### src/rtl/mdu_pkg.sv
// Shared MDU definitions: op encoding, issue FSM states and op classification helpers.
package mdu_pkg;

   localparam logic [3:0] MDU_NONE  = 4'd0;
   localparam logic [3:0] MDU_MULT  = 4'd1;
   localparam logic [3:0] MDU_MULTU = 4'd2;
   localparam logic [3:0] MDU_DIV   = 4'd3;
   localparam logic [3:0] MDU_DIVU  = 4'd4;
   localparam logic [3:0] MDU_MFHI  = 4'd5;
   localparam logic [3:0] MDU_MFLO  = 4'd6;
   localparam logic [3:0] MDU_MTHI  = 4'd7;
   localparam logic [3:0] MDU_MTLO  = 4'd8;

   typedef enum logic [1:0] {
      IDLE     = 2'd0,
      BUSY_MUL = 2'd1,
      BUSY_DIV = 2'd2
   } mdu_state_e;

   function automatic logic is_muldiv(input logic [3:0] op);
      return (op >= MDU_MULT) && (op <= MDU_DIVU);
   endfunction

   function automatic logic is_mdu_op(input logic [3:0] op);
      return (op != MDU_NONE) && (op <= MDU_MTLO);
   endfunction

endpackage

### src/rtl/mdu_lat_counter.sv
// Loadable down-counter modelling MDU occupancy; saturates at zero.
module mdu_lat_counter #(
   parameter int W = 4
) (
   input  logic         clk,
   input  logic         reset,
   input  logic         load,
   input  logic [W-1:0] load_val,
   output logic [W-1:0] cnt,
   output logic         zero
);

   logic [W-1:0] cnt_q;
   logic [W-1:0] cnt_d;

   always_comb begin
      cnt_d = cnt_q;
      if (load) begin
         cnt_d = load_val;
      end else if (cnt_q != '0) begin
         cnt_d = cnt_q - 1'b1;
      end
   end

   always_ff @(posedge clk) begin
      if (reset) begin
         cnt_q <= '0;
      end else begin
         cnt_q <= cnt_d;
      end
   end

   assign cnt  = cnt_q;
   assign zero = (cnt_q == '0);

endmodule

### src/rtl/mdu_issue_ctrl.sv
// MDU issue controller: accepts ops from ID, pulses start to the MDU, stalls ID while a mult/div runs.
// Optional stall-cycle counter output enabled by defining MDU_PERF_CNT_EN.
module mdu_issue_ctrl
   import mdu_pkg::*;
#(
   parameter int MUL_LAT = 5,
   parameter int DIV_LAT = 10,
   parameter int CNT_W   = 4
) (
   input  logic             clk,
   input  logic             reset,
   input  logic             id_valid,
   input  logic [3:0]       id_op,
   input  logic             ex_ready,
   input  logic             req,
   output logic             issue_start,
   output logic [3:0]       issue_op,
   output logic             stall_id,
   output logic             busy,
   output logic [CNT_W-1:0] cycles_left
`ifdef MDU_PERF_CNT_EN
   ,
   output logic [31:0]      perf_stall_cycles
`endif
);

   mdu_state_e       state_q, state_d;
   logic             issue_start_q, issue_start_d;
   logic [3:0]       issue_op_q, issue_op_d;
   logic             accept;
   logic             cancel;
   logic             cnt_load;
   logic [CNT_W-1:0] cnt_load_val;
   logic [CNT_W-1:0] cnt;
   logic             cnt_zero;

   assign busy     = (state_q != IDLE);
   assign stall_id = id_valid && is_mdu_op(id_op) && busy;
   assign accept   = id_valid && is_mdu_op(id_op) && !stall_id && ex_ready && !req;
   // A flush in the start cycle kills the op before the MDU ever sees it.
   assign cancel   = issue_start_q && req;

   always_comb begin
      state_d       = state_q;
      issue_start_d = accept;
      issue_op_d    = accept ? id_op : issue_op_q;
      cnt_load      = 1'b0;
      cnt_load_val  = '0;

      case (state_q)
         IDLE: begin
            if (accept && is_muldiv(id_op)) begin
               cnt_load = 1'b1;
               if ((id_op == MDU_DIV) || (id_op == MDU_DIVU)) begin
                  state_d      = BUSY_DIV;
                  cnt_load_val = CNT_W'(DIV_LAT);
               end else begin
                  state_d      = BUSY_MUL;
                  cnt_load_val = CNT_W'(MUL_LAT);
               end
            end
         end
         BUSY_MUL, BUSY_DIV: begin
            if ((cnt == CNT_W'(1)) || cnt_zero) begin
               state_d = IDLE;
            end
         end
         default: state_d = IDLE;
      endcase

      if (cancel) begin
         state_d      = IDLE;
         cnt_load     = 1'b1;
         cnt_load_val = '0;
      end
   end

   always_ff @(posedge clk) begin
      if (reset) begin
         state_q       <= IDLE;
         issue_start_q <= 1'b0;
         issue_op_q    <= MDU_NONE;
      end else begin
         state_q       <= state_d;
         issue_start_q <= issue_start_d;
         issue_op_q    <= issue_op_d;
      end
   end

   mdu_lat_counter #(.W(CNT_W)) u_lat_counter (
      .clk      (clk),
      .reset    (reset),
      .load     (cnt_load),
      .load_val (cnt_load_val),
      .cnt      (cnt),
      .zero     (cnt_zero)
   );

   assign issue_start = issue_start_q & ~req;
   assign issue_op    = issue_op_q;
   assign cycles_left = cnt;

`ifdef MDU_PERF_CNT_EN
   logic [31:0] perf_stall_cycles_q, perf_stall_cycles_d;

   always_comb begin
      perf_stall_cycles_d = perf_stall_cycles_q + (stall_id ? 32'd1 : 32'd0);
   end

   always_ff @(posedge clk) begin
      if (reset) begin
         perf_stall_cycles_q <= '0;
      end else begin
         perf_stall_cycles_q <= perf_stall_cycles_d;
      end
   end

   assign perf_stall_cycles = perf_stall_cycles_q;
`endif

endmodule
### config.mk
export PLATFORM = sky130hd
export DESIGN_NAME = mdu_issue_ctrl
export DESIGN_NICKNAME = d
export VERILOG_FILES = /design/src/rtl/mdu_pkg.sv /design/src/rtl/mdu_lat_counter.sv /design/src/rtl/mdu_issue_ctrl.sv
export SDC_FILE = /design/constraint.sdc
export NUM_CORES = 1
export LEC_CHECK = 0
export ABC_AREA = 0
export BUFFER_PORTS_ARGS = -buffer_cell sky130_fd_sc_hd__buf_2
export CAP_MARGIN = 10
export CORE_MARGIN = 8
export CORE_UTILIZATION = 45
export DETAILED_ROUTE_END_ITERATION = 10
export PLACE_DENSITY_LB_ADDON = 0.12
export SLEW_MARGIN = 0
export SYNTH_ARGS = -nofsm -noshare
export SYNTH_HDL_FRONTEND = slang
export SYNTH_SLANG_ARGS = --single-unit
### constraint.sdc
create_clock -name clk -period 1.7 [get_ports clk]
set_clock_uncertainty 0.1 [all_clocks]
set_input_delay 0.255 -clock clk [delete_from_list [all_inputs] [get_ports clk]]
set_output_delay 0.255 -clock clk [all_outputs]
set_load 0.005 [all_outputs]
==> qor.csv, run 1 <==
stage;metric;value;unit
critical_path;cp-end-kind;flip-flop;
clocking;cts_buffer_depth;2;
clocking;cts_tree;built;
hold_path;min_path_type;in -> reg;
power_and_ir_drop;total_leakage_power;0.4247;nW
die;initial_core_util;48.09;%
logic_synthesis;ys_seq_area_share;30.40;%
detailed_routing;drtIter0Drc;9;
detailed_routing;route.final.wire_length;1734;um
logic_synthesis;avgSynthCellArea;9.532;um2
die;die_w;56.13;um
layout;area_growth;37.82;%
timing;finalMaxSlewViolations;0;
timing;fin_tns_setup;0;ns
detailed_routing;drt_pass1_iterations;4;
logic_synthesis;yosysUniqueCellTypes;35;
logic_synthesis;synth_edf_count;0;
timing;hold_viol_final;0;
layout;final_area;998.5;um2
layout;drive_gt1_share;48.60;%
logic_synthesis;syn-cell-area;724.4;um2
placed_design;dpl_cell_area;900.9;um2
flow_run;drv_cap;0;
detailed_routing;vias;650;
grt;grtUsageTotal;11.44;%
grt;grtUsageMet1;13.09;%
critical_path;critical_path_arrival;1.71;ns
die;die_h;56.13;um
clocking;clk_pin_slew;0.08;ns
logic_synthesis;synth-seq-cells;11;
timing;finalCritPeriodShare;96.32;%
critical_path;critPathKind;reg -> reg;
grt;use_met2;18.54;%
die;rows;14;
power_and_ir_drop;p_total;0.001141;W
die;io_pins;20;
outcome;outcome;finished, final reports clean;
timing;final-setup-viol-count;0;
layout;nFillCells;130;
placed_design;gp_congestion;0.7512;
grt;grt_util_met3;5.251;%
critical_path;crit_fanout;4;
layout;final_nets;120;
power_and_ir_drop;p_per_area;1142;nW/um2
clocking;cts_root_buf;clkbuf_4;
logic_synthesis;synth_warnings;0;
timing;finalCriticalPeriod;1.637;ns
grt;grt-ovfl-total;0;
timing;relSlewSlack;72.73;%
die;coreArea;1506;um2
clocking;hold_buffers;0;
die;dieArea;3150;um2
logic_synthesis;synth_flop_cell;dfxtp_1;
grt;grt_max_degree;12;
detailed_routing;wl_per_cell;14.10;um
logic_synthesis;syn_inst;76;
timing;fmax;610.7;MHz
logic_synthesis;ys_async_sr_fraction;0;%
detailed_routing;ant_nets;0;
grt;top_usage_layer;met2;
detailed_routing;drc;0;
grt;grt_pass1_vias;673;
detailed_routing;drt-vias-per-instance;5.285;
critical_path;worstSetupStartpointType;flip-flop;
critical_path;worst-endpoint-required;1.77;ns
clocking;clock_latency;0.27;ns
layout;antenna_cells;0;
placed_design;port_buffers;19;
power_and_ir_drop;ir_drop;0.0007403;V
grt;antenna_found_initial;0;
timing;tightest_slew;0.4053;ns
placed_design;dp_hpwl;1273;um
timing;grt_setup_unrepaired;yes;
clocking;htree_levels;1;
clocking;clock_sinks;11;
logic_synthesis;syn-num-nets;88;
clocking;numCtsBuffers;3;
grt;grt_pass1_wl;3001;um
==> metal layers <==
metal,share of wire [%],wire (um)
met1,46,794
met3,4.2,73
met5,0,0
met4,0.58,10
met2,49,855
==> critical path, cell delays in order, from the launching register on <==
cell	delay [ns]
dfxtp_1	0.32
inv_1	0.09
ha_4	0.16
nand4b_4	0.11
nor4_2	0.21
buf_4	0.17
a21oi_2	0.05
a2111oi_4	0.34
==> per-stage QoR <==
step	std cells	util (%)	hold WS, ns	setup WS, ns
6_report	123	66.28	0.2176	0.06262
3_3_place_gp	118	59.80	0.3710	-0.0002710
3_5_place_dp	118	59.80	0.3772	-0.02538
2_1_floorplan	76	-	0.2193	0.007360
5_1_grt	123	66.28	0.2153	-0.01604
4_1_cts	123	62.54	0.2125	0.007488
==> cell usage after synthesis (2+ instances only) <==
| master | instances | area (um2) |
|---|---|---|
| dfxtp_1 | 11 | 220.2 |
| inv_1 | 7 | 26.28 |
| mux2i_1 | 6 | 60.06 |
| nor2_1 | 6 | 22.52 |
| nand2_1 | 5 | 18.77 |
| a211oi_1 | 4 | 30.03 |
| a21oi_1 | 4 | 20.02 |
| ha_1 | 3 | 37.54 |
| nor3_1 | 3 | 15.01 |
| nor4_1 | 2 | 12.51 |
==> cell usage in the layout (no fill, tap or decap), drive strengths merged <==
master | Yosys | layout
a2111oi | 1 | 1
a211oi | 5 | 5
a21oi | 4 | 4
a31oi | 1 | 1
a41oi | 1 | 1
and2 | 1 | 1
and4b | 1 | 1
and4bb | 1 | 1
buf | 2 | 30
clkbuf | 1 | 3
clkinv | 0 | 1
dfxtp | 11 | 11
ha | 3 | 3
inv | 7 | 7
mux2i | 6 | 6
nand2 | 5 | 5
nand3b | 1 | 1
nand4b | 1 | 1
nor2 | 6 | 6
nor2b | 1 | 1
nor3 | 4 | 4
nor3b | 1 | 1
nor4 | 2 | 2
nor4bb | 1 | 1
o21ai | 1 | 1
o31a | 1 | 1
o31ai | 1 | 1
or2 | 1 | 1
or3 | 1 | 1
or3b | 2 | 2
xnor2 | 1 | 1
xor2 | 1 | 1
==> path summary, 6_finish.rpt <==
path | slack, ns | cells past startpoint | end | startpoint
max reg2reg | 0.06 | 7 | u_lat_counter.cnt[2] | state_q[0]
min | 0.22 | 2 | issue_op[3] | reset
max | 0.06 | 7 | u_lat_counter.cnt[2] | state_q[0]
min reg2reg | 0.41 | 2 | issue_op[3] | issue_op[3]
==> sequential cells by signal (all words and copies together) (netlist names) <==
register	count
issue_op	4
u_lat_counter.cnt	4
state_q	2
issue_start_q	1
==> cells by family after synthesis <==
group	after synthesis	synth area share [%]
AOI/OAI and AO/OA	15	20.04
xor gates and xnor gates	2	2.418
adders and majority gates	3	5.182
buffers and inverters	10	6.390
DFF	11	30.40
muxes	6	8.290
and+or+nand+nor	29	27.29
==> final cells by class <==
type | instances | area (um2) | area share (%)
Inverter | 7 | 26.28 | 2.632
Tap cell | 16 | 20.02 | 2.005
Multi-Input combinational cell | 55 | 526.8 | 52.76
Clock buffer | 3 | 22.52 | 2.256
Sequential cell | 11 | 220.2 | 22.06
Timing Repair Buffer | 30 | 177.7 | 17.79
Clock inverter | 1 | 5.005 | 0.5013
==> report_power, final <==
group,internal (W),switching [W]
clock network,0.0000872,0.000104
logic,0.000295,0.000287
registers,0.000310,0.0000581
total,0.000692,0.000449
==> what timing repair did <==
item,4_1_cts,5_1_grt
endpoints found under the hold margin,0,0
gates resized for setup,2,11
endpoints found under the setup margin,4,8
buffers inserted,1,0
pin swaps,4,3
(Power assumes the default switching activity.)
==> run 2, diff against run 1 <==
--- a/config.mk
+++ b/config.mk
@@ -12,6 +12,7 @@
 export CORE_UTILIZATION = 45
 export DETAILED_ROUTE_END_ITERATION = 10
 export PLACE_DENSITY_LB_ADDON = 0.12
+export REMOVE_ABC_BUFFERS = 1
 export SLEW_MARGIN = 0
 export SYNTH_ARGS = -nofsm -noshare
 export SYNTH_HDL_FRONTEND = slang
==> run 2 against run 1 <==
- clock power fell by 7%
- critical path depth is the same
- final cell count is 0.81% lower
- critical path type unchanged
- largest power group unchanged
==> qor.csv, run 2 (synthesized netlist as in run 1, its figures left out) <==
stage;metric;value;unit;change
clocking;cts_root_buf;clkbuf_4;;
detailed_routing;drt_pass1_iterations;4;;unchanged
hold_path;min_path_type;in -> reg;;
detailed_routing;vias;675;;+3.8%
hold_path;min_path_cells;2;;unchanged
critical_path;critical_path_arrival;1.69;ns;-0.02 ns
layout;post-route-util;64.45;%;-1.8 points
grt;grt_pass1_wl;2663;um;-11%
grt;grt-ovfl-total;0;;unchanged
timing;grt_setup_unrepaired;no;;
placed_design;port_buffers;19;;unchanged
grt;grt_pass1_vias;653;;-3.0%
layout;antenna_cells;0;;unchanged
clocking;numCtsBuffers;3;;unchanged
timing;final-setup-viol-count;0;;unchanged
detailed_routing;drt-vias-per-instance;5.533;;+4.7%
outcome;outcome;finished, final reports clean;;
placed_design;gp_congestion;0.7341;;-2.3%
timing;relSlewSlack;72.06;%;-0.67 points
critical_path;r2r_cells;7;;unchanged
clocking;htree_levels;1;;unchanged
grt;antenna_found_initial;0;;unchanged
power_and_ir_drop;total_leakage_power;0.4184;nW;-1.5%
critical_path;r2r-end;state_q[1];;
detailed_routing;wl_per_cell;13.67;um;-3.0%
detailed_routing;wl_met3;72;um;-1.4%
die;io_pins;20;;unchanged
timing;tightest_slew;0.4155;ns;+0.01020 ns
layout;nFillCells;131;;+0.77%
layout;final_cell_mix;19 x buf_2, 10 x dfxtp_1, 10 x buf_4, 6 x mux2i_1, 6 x nor2_1;;
critical_path;r2r_slack;0.09;ns;+0.02 ns
timing;hold_viol_final;0;;unchanged
detailed_routing;highest_layer;met4;;
die;coreArea;1506;um2;unchanged
timing;finalMaxSlewViolations;0;;unchanged
clocking;clock_sinks;11;;unchanged
layout;area_growth;34.02;%;
clocking;clock_latency;0.27;ns;about the same
timing;fmax;619.7;MHz;+1.5%
die;die_h;56.13;um;unchanged
placed_design;dp_hpwl;1241;um;-2.5%
placed_design;dpl_cell_area;887.1;um2;-1.5%
power_and_ir_drop;p_total;0.001102;W;-3.4%
die;rows;14;;unchanged
hold_path;min_to;issue_op[3];;
timing;finalCriticalPeriod;1.614;ns;-0.02361 ns
clocking;hold_buffers;0;;unchanged
timing;finalCritPeriodShare;94.93;%;-1.4 points
detailed_routing;route.final.wire_length;1668;um;-3.8%
grt;grtUsageTotal;9.927;%;-1.5 points
layout;final_nets;119;;-0.83%
layout;multi_input_area;506.7;um2;-3.8%
detailed_routing;drc;0;;unchanged
layout;drive_gt1_share;48.11;%;-0.48 points
critical_path;worstSetupStartpointType;flip-flop;;
critical_path;worst-endpoint-required;1.78;ns;about the same
die;dieArea;3150;um2;unchanged
detailed_routing;drtIter0Drc;26;;+17
timing;hold_ws;0.2225;ns;+0.004931 ns
detailed_routing;wl_met2;815;um;-4.7%
critical_path;cp-end-kind;flip-flop;;
flow_run;drv_cap;0;;unchanged
critical_path;critPathKind;reg -> reg;;
die;initial_core_util;48.09;%;unchanged
die;die_w;56.13;um;unchanged
clocking;clk_pin_slew;0.07;ns;about the same
power_and_ir_drop;p_per_area;1135;nW/um2;-0.65%
clocking;cts_tree;built;;
critical_path;timing.rr.start;state_q[1];;
grt;grt_max_degree;12;;unchanged
layout;seqCellArea;221.5;um2;+0.57%
hold_path;worstHoldStart;reset;;
power_and_ir_drop;ir_drop;0.0007447;V;+0.59%
detailed_routing;ant_nets;0;;unchanged
timing;fin_tns_setup;0;ns;unchanged
layout;final_common_cell;buf_2;;
layout;final_area;970.9;um2;-2.8%
detailed_routing;met1_length;758;um;-4.5%
clocking;cts_buffer_depth;2;;unchanged
critical_path;crit_fanout;4;;unchanged
[run 2: cell types whose count changed in the layout (fill, tap and decap cells not counted), sizes merged]
cell    previous run  this run
buf               30        29
clkbuf             3         4
clkinv             1         0
[run 2: critical path, cell delays in order (launching register included)]
cell	delay, ns
dfxtp_2	0.32
inv_2	0.06
ha_4	0.15
nand4b_4	0.11
buf_4	0.16
a211oi_2	0.26
mux2i_1	0.12
a211oi_1	0.23
[run 2: repair_timing]
| action | in CTS | in global routing |
|---|---|---|
| pin swaps | 2 | 6 |
| endpoints found under the hold margin | 0 | 0 |
| gates resized for setup | 2 | 11 |
| setup buffers | 0 | 1 |
| endpoints found under the setup margin | 5 | 6 |
[run 2: final cells by class]
cell class	count	area share, %
flip-flops and latches	11	22.81
repair buffers	29	17.53
multi-input cells	55	52.19
inverters	7	2.706
clock buffers	4	2.706
well taps	16	2.062
[run 2: how the worst max path moves through the flow]
stage	start	to	slack, ns	depth (start not counted)
after global routing	state_q[1]	u_lat_counter.cnt[0]	0.004	6
after CTS	u_lat_counter.cnt[1]	u_lat_counter.cnt[0]	0.008	6
after global placement	state_q[0]	u_lat_counter.cnt[2]	-0.02	6
after floorplan	state_q[0]	u_lat_counter.cnt[2]	-0.07	6
after detailed placement	state_q[0]	u_lat_counter.cnt[2]	-0.04	6
final	state_q[1]	state_q[1]	0.09	7
[run 2: where the power goes]
group | switching (W) | total [W] | leakage [nW] | internal, W
clock network | 0.0000869 | 0.000178 | 0.0150 | 0.0000908
logic | 0.000281 | 0.000560 | 0.313 | 0.000278
registers | 0.0000544 | 0.000365 | 0.0903 | 0.000310
[run 2: per-stage QoR]
step | std cells | worst slack (ns)
floorplan | 73 | -0.06730
global placement | 117 | -0.02185
detailed placement | 117 | -0.03595
CTS | 121 | 0.007645
global route | 122 | 0.003504
finish | 122 | 0.08623
[run 2: per-layer routing]
metal	track usage, %	vias up
met3	3.196	4
met1	11.67	316
li1	-	335
met4	4.124	0
met5	0	-
met2	16.01	20
